`src/rtl/sram_port_arbiter_if.sv`:
```
// rtl/sram_port_arbiter_if.sv - fetch/LSU request ports plus SRAM macro pins for sram_port_arbiter
//
// Purpose: bundles every non-clock signal of the arbiter.
//   slave  modport : the arbiter (takes requests and SRAM read data, drives grants,
//                    responses and SRAM control).
//   master modport : the surroundings (fetch unit, LSU and the SRAM macro).
// Signals:
//   i_req/i_addr            fetch request, word address
//   i_gnt                   fetch request accepted this cycle
//   i_rvalid/i_rdata        fetch read response
//   d_req/d_addr/d_we/d_be/d_wdata  load/store request
//   d_gnt                   load/store request accepted this cycle
//   d_rvalid/d_rdata        load data or write acknowledge
//   sram_cs/sram_addr/sram_wdata/sram_wren  SRAM macro inputs
//   sram_rdata              SRAM macro read data (valid the cycle after sram_cs)
interface sram_port_arbiter_if #(
  parameter int AW = 16
);
  logic          i_req;
  logic [AW-1:0] i_addr;
  logic          i_gnt;
  logic          i_rvalid;
  logic [31:0]   i_rdata;

  logic          d_req;
  logic [AW-1:0] d_addr;
  logic          d_we;
  logic [3:0]    d_be;
  logic [31:0]   d_wdata;
  logic          d_gnt;
  logic          d_rvalid;
  logic [31:0]   d_rdata;

  logic          sram_cs;
  logic [AW-1:0] sram_addr;
  logic [31:0]   sram_wdata;
  logic [3:0]    sram_wren;
  logic [31:0]   sram_rdata;

  modport slave (
    input  i_req, i_addr, d_req, d_addr, d_we, d_be, d_wdata, sram_rdata,
    output i_gnt, i_rvalid, i_rdata, d_gnt, d_rvalid, d_rdata,
           sram_cs, sram_addr, sram_wdata, sram_wren
  );

  modport master (
    output i_req, i_addr, d_req, d_addr, d_we, d_be, d_wdata, sram_rdata,
    input  i_gnt, i_rvalid, i_rdata, d_gnt, d_rvalid, d_rdata,
           sram_cs, sram_addr, sram_wdata, sram_wren
  );
endinterface

```
`src/rtl/sram_port_arbiter.sv`:
```
// rtl/sram_port_arbiter.sv - shares one single-port byte-lane SRAM between fetch and load/store
//
// Purpose: issues at most one SRAM access per cycle, picked by round-robin with a
// burst limit, and returns each access's response exactly one cycle later on the
// port that issued it.
// Ports:
//   clk_i  system clock, rising edge
//   rst_i  asynchronous active-high reset
//   bus    sram_port_arbiter_if.slave (request/grant/response and SRAM pins)
// Parameters:
//   AW         SRAM word-address width
//   MAX_BURST  max consecutive grants to one port while the other requests (1..15)
// Build option:
//   SRAM_ARB_DPRIO_EN  when defined, load/store has fixed priority over fetch
module sram_port_arbiter #(
  parameter int AW        = 16,
  parameter int MAX_BURST = 4
) (
  input  logic                 clk_i,
  input  logic                 rst_i,
  sram_port_arbiter_if.slave   bus
);

  typedef enum logic {PORT_I = 1'b0, PORT_D = 1'b1} port_e;

  localparam logic [3:0] MAX_BURST_C = 4'(MAX_BURST);

  port_e         last_q, last_d;
  port_e         rsp_port_q, rsp_port_d;
  logic [3:0]    bcnt_q, bcnt_d;
  logic          rsp_valid_q, rsp_valid_d;
  logic          gnt_i, gnt_d;
  port_e         gnt_port;
  logic [AW-1:0] sram_addr_d;

  always_comb begin
    gnt_i       = 1'b0;
    gnt_d       = 1'b0;
    gnt_port    = PORT_I;
    last_d      = last_q;
    bcnt_d      = bcnt_q;
    rsp_valid_d = 1'b0;
    rsp_port_d  = rsp_port_q;

    // Reset gates the grants combinationally so nothing reaches the macro while held.
    if (!rst_i) begin
      if (bus.i_req && bus.d_req) begin
`ifdef SRAM_ARB_DPRIO_EN
        gnt_d = 1'b1;
`else
        // bcnt_q == 0 means the previous cycle had no grant, so no burst is in
        // progress and the port opposite last wins (this makes I win right after reset).
        if ((bcnt_q != 4'd0) && (bcnt_q < MAX_BURST_C)) begin
          gnt_i = (last_q == PORT_I);
          gnt_d = (last_q == PORT_D);
        end else begin
          gnt_i = (last_q == PORT_D);
          gnt_d = (last_q == PORT_I);
        end
`endif
      end else begin
        gnt_i = bus.i_req;
        gnt_d = bus.d_req;
      end
    end

    if (gnt_d) begin
      gnt_port = PORT_D;
    end

    if (gnt_i || gnt_d) begin
      rsp_valid_d = 1'b1;
      rsp_port_d  = gnt_port;
      if (gnt_port == last_q) begin
        if (bcnt_q != 4'hF) begin
          bcnt_d = bcnt_q + 4'd1;
        end
      end else begin
        bcnt_d = 4'd1;
        last_d = gnt_port;
      end
    end else begin
      bcnt_d = 4'd0;
    end
  end

  always_ff @(posedge clk_i or posedge rst_i) begin
    if (rst_i) begin
      last_q      <= PORT_D;
      bcnt_q      <= 4'd0;
      rsp_valid_q <= 1'b0;
      rsp_port_q  <= PORT_I;
    end else begin
      last_q      <= last_d;
      bcnt_q      <= bcnt_d;
      rsp_valid_q <= rsp_valid_d;
      rsp_port_q  <= rsp_port_d;
    end
  end

  always_comb begin
    sram_addr_d = '0;
    if (gnt_d) begin
      sram_addr_d = bus.d_addr;
    end else if (gnt_i) begin
      sram_addr_d = bus.i_addr;
    end
  end

  assign bus.i_gnt      = gnt_i;
  assign bus.d_gnt      = gnt_d;
  assign bus.sram_cs    = gnt_i | gnt_d;
  assign bus.sram_addr  = sram_addr_d;
  assign bus.sram_wdata = gnt_d ? bus.d_wdata : 32'h0;
  assign bus.sram_wren  = (gnt_d && bus.d_we) ? bus.d_be : 4'b0000;

  assign bus.i_rvalid   = rsp_valid_q && (rsp_port_q == PORT_I);
  assign bus.d_rvalid   = rsp_valid_q && (rsp_port_q == PORT_D);
  assign bus.i_rdata    = bus.i_rvalid ? bus.sram_rdata : 32'h0;
  assign bus.d_rdata    = bus.d_rvalid ? bus.sram_rdata : 32'h0;

endmodule
```
`src/flat_wrapper.sv`:
```
// flat-port wrapper written by rule: the top's interface ports become plain ports
module sram_port_arbiter_flat 
#(
  parameter int AW        = 16,
  parameter int MAX_BURST = 4
)
  (clk_i, rst_i, bus_i_req, bus_i_addr, bus_d_req, bus_d_addr, bus_d_we, bus_d_be, bus_d_wdata, bus_sram_rdata, bus_i_gnt, bus_i_rvalid, bus_i_rdata, bus_d_gnt, bus_d_rvalid, bus_d_rdata, bus_sram_cs, bus_sram_addr, bus_sram_wdata, bus_sram_wren);
  sram_port_arbiter_if #(.AW(AW)) bus_i ();
  input  logic clk_i;
  input  logic rst_i;
  input wire logic [$bits(bus_i.i_req)-1:0] bus_i_req;
  input wire logic [$bits(bus_i.i_addr)-1:0] bus_i_addr;
  input wire logic [$bits(bus_i.d_req)-1:0] bus_d_req;
  input wire logic [$bits(bus_i.d_addr)-1:0] bus_d_addr;
  input wire logic [$bits(bus_i.d_we)-1:0] bus_d_we;
  input wire logic [$bits(bus_i.d_be)-1:0] bus_d_be;
  input wire logic [$bits(bus_i.d_wdata)-1:0] bus_d_wdata;
  input wire logic [$bits(bus_i.sram_rdata)-1:0] bus_sram_rdata;
  output wire logic [$bits(bus_i.i_gnt)-1:0] bus_i_gnt;
  output wire logic [$bits(bus_i.i_rvalid)-1:0] bus_i_rvalid;
  output wire logic [$bits(bus_i.i_rdata)-1:0] bus_i_rdata;
  output wire logic [$bits(bus_i.d_gnt)-1:0] bus_d_gnt;
  output wire logic [$bits(bus_i.d_rvalid)-1:0] bus_d_rvalid;
  output wire logic [$bits(bus_i.d_rdata)-1:0] bus_d_rdata;
  output wire logic [$bits(bus_i.sram_cs)-1:0] bus_sram_cs;
  output wire logic [$bits(bus_i.sram_addr)-1:0] bus_sram_addr;
  output wire logic [$bits(bus_i.sram_wdata)-1:0] bus_sram_wdata;
  output wire logic [$bits(bus_i.sram_wren)-1:0] bus_sram_wren;
  assign bus_i.i_req = bus_i_req;
  assign bus_i.i_addr = bus_i_addr;
  assign bus_i.d_req = bus_d_req;
  assign bus_i.d_addr = bus_d_addr;
  assign bus_i.d_we = bus_d_we;
  assign bus_i.d_be = bus_d_be;
  assign bus_i.d_wdata = bus_d_wdata;
  assign bus_i.sram_rdata = bus_sram_rdata;
  assign bus_i_gnt = bus_i.i_gnt;
  assign bus_i_rvalid = bus_i.i_rvalid;
  assign bus_i_rdata = bus_i.i_rdata;
  assign bus_d_gnt = bus_i.d_gnt;
  assign bus_d_rvalid = bus_i.d_rvalid;
  assign bus_d_rdata = bus_i.d_rdata;
  assign bus_sram_cs = bus_i.sram_cs;
  assign bus_sram_addr = bus_i.sram_addr;
  assign bus_sram_wdata = bus_i.sram_wdata;
  assign bus_sram_wren = bus_i.sram_wren;
  sram_port_arbiter #(.AW(AW), .MAX_BURST(MAX_BURST)) u_core (.clk_i(clk_i), .rst_i(rst_i), .bus(bus_i));
endmodule
```
`config.mk`:
```
export PLATFORM = sky130hd
export DESIGN_NAME = sram_port_arbiter_flat
export DESIGN_NICKNAME = d
export VERILOG_FILES = /design/src/rtl/sram_port_arbiter_if.sv /design/src/rtl/sram_port_arbiter.sv /design/src/flat_wrapper.sv
export SDC_FILE = /design/constraint.sdc
export NUM_CORES = 1
export LEC_CHECK = 0
export BUFFER_PORTS_ARGS = -buffer_cell sky130_fd_sc_hd__buf_2
export CAP_MARGIN = 10
export CELL_PAD_IN_SITES_DETAIL_PLACEMENT = 1
export CELL_PAD_IN_SITES_GLOBAL_PLACEMENT = 2
export CORE_MARGIN = 5
export CORE_UTILIZATION = 14
export DETAILED_ROUTE_END_ITERATION = 8
export PLACE_DENSITY_LB_ADDON = 0.1
export SYNTH_ARGS = -nofsm -noshare
export SYNTH_HDL_FRONTEND = slang
export SYNTH_SLANG_ARGS = --single-unit
```
`constraint.sdc`:
```
create_clock -name clk_i -period 5.7 [get_ports clk_i]
set_input_delay 1.14 -clock clk_i [delete_from_list [all_inputs] [get_ports clk_i]]
set_output_delay 1.14 -clock clk_i [all_outputs]
set_load 0.02 [all_outputs]
```
---- Word level (Yosys, flattened, before mapping) ----
Cells that the tools add are included.
Widths: inputs -> output; s select.
word-level totals
  input bits .............................. 105
  bits in registers ....................... 7
  logic and storage cells ................. 38
cells by class
  add/sub/neg operators ................... 1
  reductions and logical operators ........ 8
  $lt $le $gt $ge ......................... 1
  bitwise operators ....................... 4
  multiplexer cells ....................... 17
  eq/ne operators ......................... 3
operators by type and width
  cell                 number
  $mux 32              3
  $mux 16              2
  $mux 4               4
  $mux 1               8
  $logic_and 1x1->1    5
  $add 4x1->4 const B  1
  $lt 4x3->1 const B   1
  $ne 4x4->1 const B   1
  $reduce_bool 4->1    1
  $ne 3x3->1 const B   1
  $not 1->1            3
  $reduce_and 2->1     1
  $eq 1x1->1           1
  $logic_or 1x1->1     1
  $or 1x1->1           1

---- Depth between registers and ports, before layout ----
  depth after elaboration ................. 9
  depth in mapped cells ................... 7
  gate-level depth less buffers ........... 5

---- Worst setup path before layout ----
No wires, ideal clock.
  path type ............................... input-to-output
  start ................................... in bus_d_req
  end ..................................... out bus_sram_addr[10]
  setup slack ............................. 2333 ps
  arrival ................................. 2227 ps
  stages .................................. 4
  required time ........................... 4560 ps
  cell sequence ........................... clkbuf_1 -> clkbuf_1 -> o2111ai_1 -> a21oi_1
between the ends
  cells in the longest elaborated chain, start to end .. 5
  elaborated cells on any way between the ends .. 7
  classes of those cells .................. mux (6); reduce/logical (1)
RTL lines
  item                line                      source
  start: declaration  flat_wrapper.sv:13        input wire logic [$bits(bus_i.d_req)-1:0] bus_d_req;
  $logic_and 1x1->1   sram_port_arbiter.sv:47   if (bus.i_req && bus.d_req) begin
  $mux 1              sram_port_arbiter.sv:47
  $mux 1              sram_port_arbiter.sv:46   if (!rst_i) begin
  $mux 16             sram_port_arbiter.sv:105  end else if (gnt_i) begin
  $mux 16 *           sram_port_arbiter.sv:103  if (gnt_d) begin
  end: declaration    flat_wrapper.sv:26        output wire logic [$bits(bus_i.sram_addr)-1:0] bus_sram_addr;
Every way passes the cells marked *; elsewhere a longest branch is shown, timed or not.

---- Worst setup path after layout ----
  start ................................... reg u_core.bcnt_q[0]
  end ..................................... out bus_sram_wdata[5]
between the ends
  cells in the longest elaborated chain, start to end .. 6
  elaborated cells on any way between the ends .. 7
  classes of those cells .................. order compare (1); mux (4); reduce/logical (2)
RTL lines
  item                                             line                      source
  start: declaration                               sram_port_arbiter.sv:30   logic [3:0] bcnt_q, bcnt_d;
  start signal: assignment                         sram_port_arbiter.sv:95   bcnt_q <= bcnt_d;
  $lt 4x3->1 or $reduce_bool 4->1 (tied branches)  sram_port_arbiter.sv:53   if ((bcnt_q != 4'd0) && (bcnt_q < MAX_BURST_C)) begin
  $logic_and 1x1->1 *                              sram_port_arbiter.sv:53
  $mux 1 *                                         sram_port_arbiter.sv:53
  $mux 1 *                                         sram_port_arbiter.sv:47
  $mux 1 *                                         sram_port_arbiter.sv:46
  $mux 32 *                                        sram_port_arbiter.sv:114  assign bus.sram_wdata = gnt_d ? bus.d_wdata : 32'h0;
  end: declaration                                 flat_wrapper.sv:27        output wire logic [$bits(bus_i.sram_wdata)-1:0] bus_sram_wdata;
Marked as above.

==> flow_metrics.env <==
export IMPL_outcome="completed"
export IMPL_max_stage_delay_ns=0.85
export IMPL_ys_seq_elements=7
export IMPL_diodes=0
export IMPL_yosys_warnings=0
export IMPL_die_w_um=118
export IMPL_critPathTopFamily="compound AO/OA/AOI/OAI gates"
export IMPL_drt_iter0_drc=78
export IMPL_power_leakage_uw=0.00176
export IMPL_timing_max_cap_violations=0
export IMPL_numCtsBuffers=3
export IMPL_grt_max_degree=36
export IMPL_syn_num_nets=336
export IMPL_min_period_over_period_pct=72.5
export IMPL_finalSetupTns_ns=0
export IMPL_crit_path_start_kind="register"
export IMPL_hpwlAfterDp_mm=7.51
export IMPL_syn2layout_area_growth_pct=77.3
export IMPL_hold_path_end="u_core.last_q"
export IMPL_holdPathStages=2
export IMPL_via_per_inst=4.35
export IMPL_synthCells=229
export IMPL_design_area_mm2=0.00290
export IMPL_synth_top_cell_area_share_pct=24.9
export IMPL_r2r_slack_ns=3.08
export IMPL_dr_pass1_iters=4
export IMPL_final_layout_size_suffix_gt1_share_pct=55.0
export IMPL_track_usage_pct=12.5
export IMPL_yosysSeqAreaShare_pct=10.8
export IMPL_critical_path_arrival_ns=2.99
export IMPL_ctsResizeCount=0
export IMPL_antenna_found_initial=0
export IMPL_cts_setup_buffers=0
export IMPL_synth_edff_count=0
export IMPL_start_util_pct=14.3
export IMPL_ioPinCount=226
export IMPL_async_flop_share_pct=100
export IMPL_cts_max_path_buffers=2
export IMPL_critical_path_cell_chain="inv_1 -> ha_1 -> o311ai_4 -> o2111a_1 -> and2_1 -> buf_2"
export IMPL_r2r_start="u_core.bcnt_q[0]"
export IMPL_cpMaxStageDelayCell="o2111a_1"
export IMPL_fin_nets=539
export IMPL_antenna_left=0
export IMPL_cts_hold_buf=0
export IMPL_worstSetupEndpointType="output port"
export IMPL_r2r_end="u_core.rsp_port_q"
export IMPL_rsz0062_at_grt="false"
export IMPL_clock_root_buffer="clkbuf_16"
export IMPL_synthFlopType="dfrtp_1"
export IMPL_yosysTopAreaCell="and2_1"
export IMPL_max_freq_ghz=0.242
export IMPL_setup_worst_path_class="register to output port"
export IMPL_cp_num_buf_inv=2
export IMPL_finClkSkew_ns=0.00168
export IMPL_drcViolationCount=0
export IMPL_ir_drop_v=0.000106
export IMPL_grt_pass1_wl_mm=14.6
export IMPL_hold_path_class="register to register"
export IMPL_cts_tree="built"
export IMPL_grt_ovfl_total=0
export IMPL_reg2regPathDepth=5
export IMPL_synth_top_cells_by_count="65 x and2_1, 36 x and3_1, 19 x clkbuf_1, 18 x a21oi_1, 16 x o2111ai_1"
export IMPL_worstMarginPinSlew_ns=0.940
export IMPL_die_h_um=118
export IMPL_synth_area_leaders="and2_1 25%, and3_1 14%, dfrtp_1 9.2%"
export IMPL_yosysMostFrequentCell="and2_1"
export IMPL_gp_congestion=0.752
export IMPL_routed_wire_length_per_instance_um=16.8
export IMPL_slew_headroom_pct=37.3
export IMPL_min_period_ns=4.13
export IMPL_rows=39
export IMPL_num_vias=2495
export IMPL_post_dp_cell_area_mm2=0.00282
export IMPL_syn_area_mm2=0.00164
export IMPL_finalPower_uw=478
export IMPL_numClockSinks=7
export IMPL_crit_required_ns=4.56
export IMPL_clk_latency_ns=0.23
export IMPL_slew_viol_final=0
export IMPL_portBuffers=225
export IMPL_clkTransAtPathRegs_ns=0.04
export IMPL_crit_fanout=34
export IMPL_wirelength_mm=9.63
export IMPL_power_density_mw_per_mm2=165
export IMPL_holdCritStartpoint="u_core.last_q"
export IMPL_core_area_mm2=0.0114
export IMPL_setup_viol=0
export IMPL_synth_distinct_cells=38
export IMPL_die_area_mm2=0.0139
export IMPL_grt_pass1_vias=2537
export IMPL_cts_max_level=1
export IMPL_avgSynthCellArea_um2=7.14
export IMPL_final_hold_viol_count=0
## routing by layer
metal,track usage (%),wire length (µm),vias to the layer above
met5,0,0,-
met2,24.6,5150,108
li1,-,-,1257
met1,13.6,3710,1128
met3,3.75,764,2
met4,0.430,11,0
## final cells by class
type,count,area [µm²]
fillers,1465,8520
inverters,4,15.0
repair buffers,227,1140
multi-input cells,189,1310
flip-flops and latches,7,176
well taps,143,179
clock buffers,4,78.8
## how the worst max path moves through the flow
stage,depth (start not counted),to,startpoint
6_report,6,bus_sram_wdata[5],u_core.bcnt_q[0]
5_1_grt,6,bus_sram_wdata[16],u_core.bcnt_q[0]
4_1_cts,6,bus_sram_wdata[30],u_core.bcnt_q[0]
3_5_place_dp,5,bus_sram_wdata[30],bus_i_req
3_3_place_gp,5,bus_sram_wdata[0],bus_i_req
2_1_floorplan,4,bus_sram_addr[10],bus_d_req
## through the flow
stage	utilization [%]	cells	setup WS (ns)	hold slack [ns]
after floorplan	-	229	2.33	0.556
after global placement	24.7	570	1.57	0.616
after detailed placement	24.7	570	1.54	0.615
after CTS	25.4	574	1.48	0.623
after global routing	25.4	574	1.29	0.681
final	25.4	574	1.57	0.639
## logic make-up after synthesis
group           synth area share (%)
simple gates                    46.3
compound gates                  30.4
buf+inv                         9.18
mux                             1.30
flops                           10.8
xor+xnor                       0.536
fa+ha+maj                       1.53
## worst register-to-register path, delay by kind of cell, from the launching register on
| family | cells | cell delay, ns |
|---|---|---|
| and+or+nand+nor | 1 | 0.19 |
| AOI/OAI and AO/OA | 2 | 1.58 |
| buffers and inverters | 1 | 0.09 |
| adders and majority gates | 1 | 0.31 |
| DFF | 1 | 0.39 |
## power by group
part | switching, µW | total, µW | internal [µW] | leakage [µW]
Clock | 25.7 | 119 | 93.0 | 0.0000382
Sequential | 20.9 | 76.4 | 55.5 | 0.0000894
Combinational | 177 | 283 | 106 | 0.00163
Total | 224 | 478 | 255 | 0.00176
## state kept, by name (all words and copies together), names as in the netlist
register            flops
u_core.rsp_valid_q      1
u_core.last_q           1
u_core.bcnt_q           4
u_core.rsp_port_q       1
## cell usage in the layout, fill, tap and decap left out, types with 2 or more instances in the layout
| cell type | synthesis | routed |
|---|---|---|
| buf_2 | 4 | 225 |
| and2_1 | 65 | 65 |
| and3_1 | 36 | 36 |
| a21oi_1 | 18 | 18 |
| o2111ai_1 | 16 | 16 |
| o311ai_0 | 15 | 15 |
| nor2_1 | 7 | 7 |
| dfrtp_1 | 6 | 6 |
| inv_1 | 4 | 4 |
| nand2_1 | 3 | 3 |
| clkbuf_16 | 0 | 3 |
| nand3_1 | 2 | 2 |
| nand2b_1 | 2 | 2 |
| nor3_1 | 2 | 2 |
| o31a_1 | 2 | 2 |
| o211a_1 | 2 | 2 |
| nor2b_1 | 2 | 2 |
| ha_1 | 2 | 2 |
| buf_4 | 1 | 2 |
No activity file was read; power rests on OpenSTA's default activity.
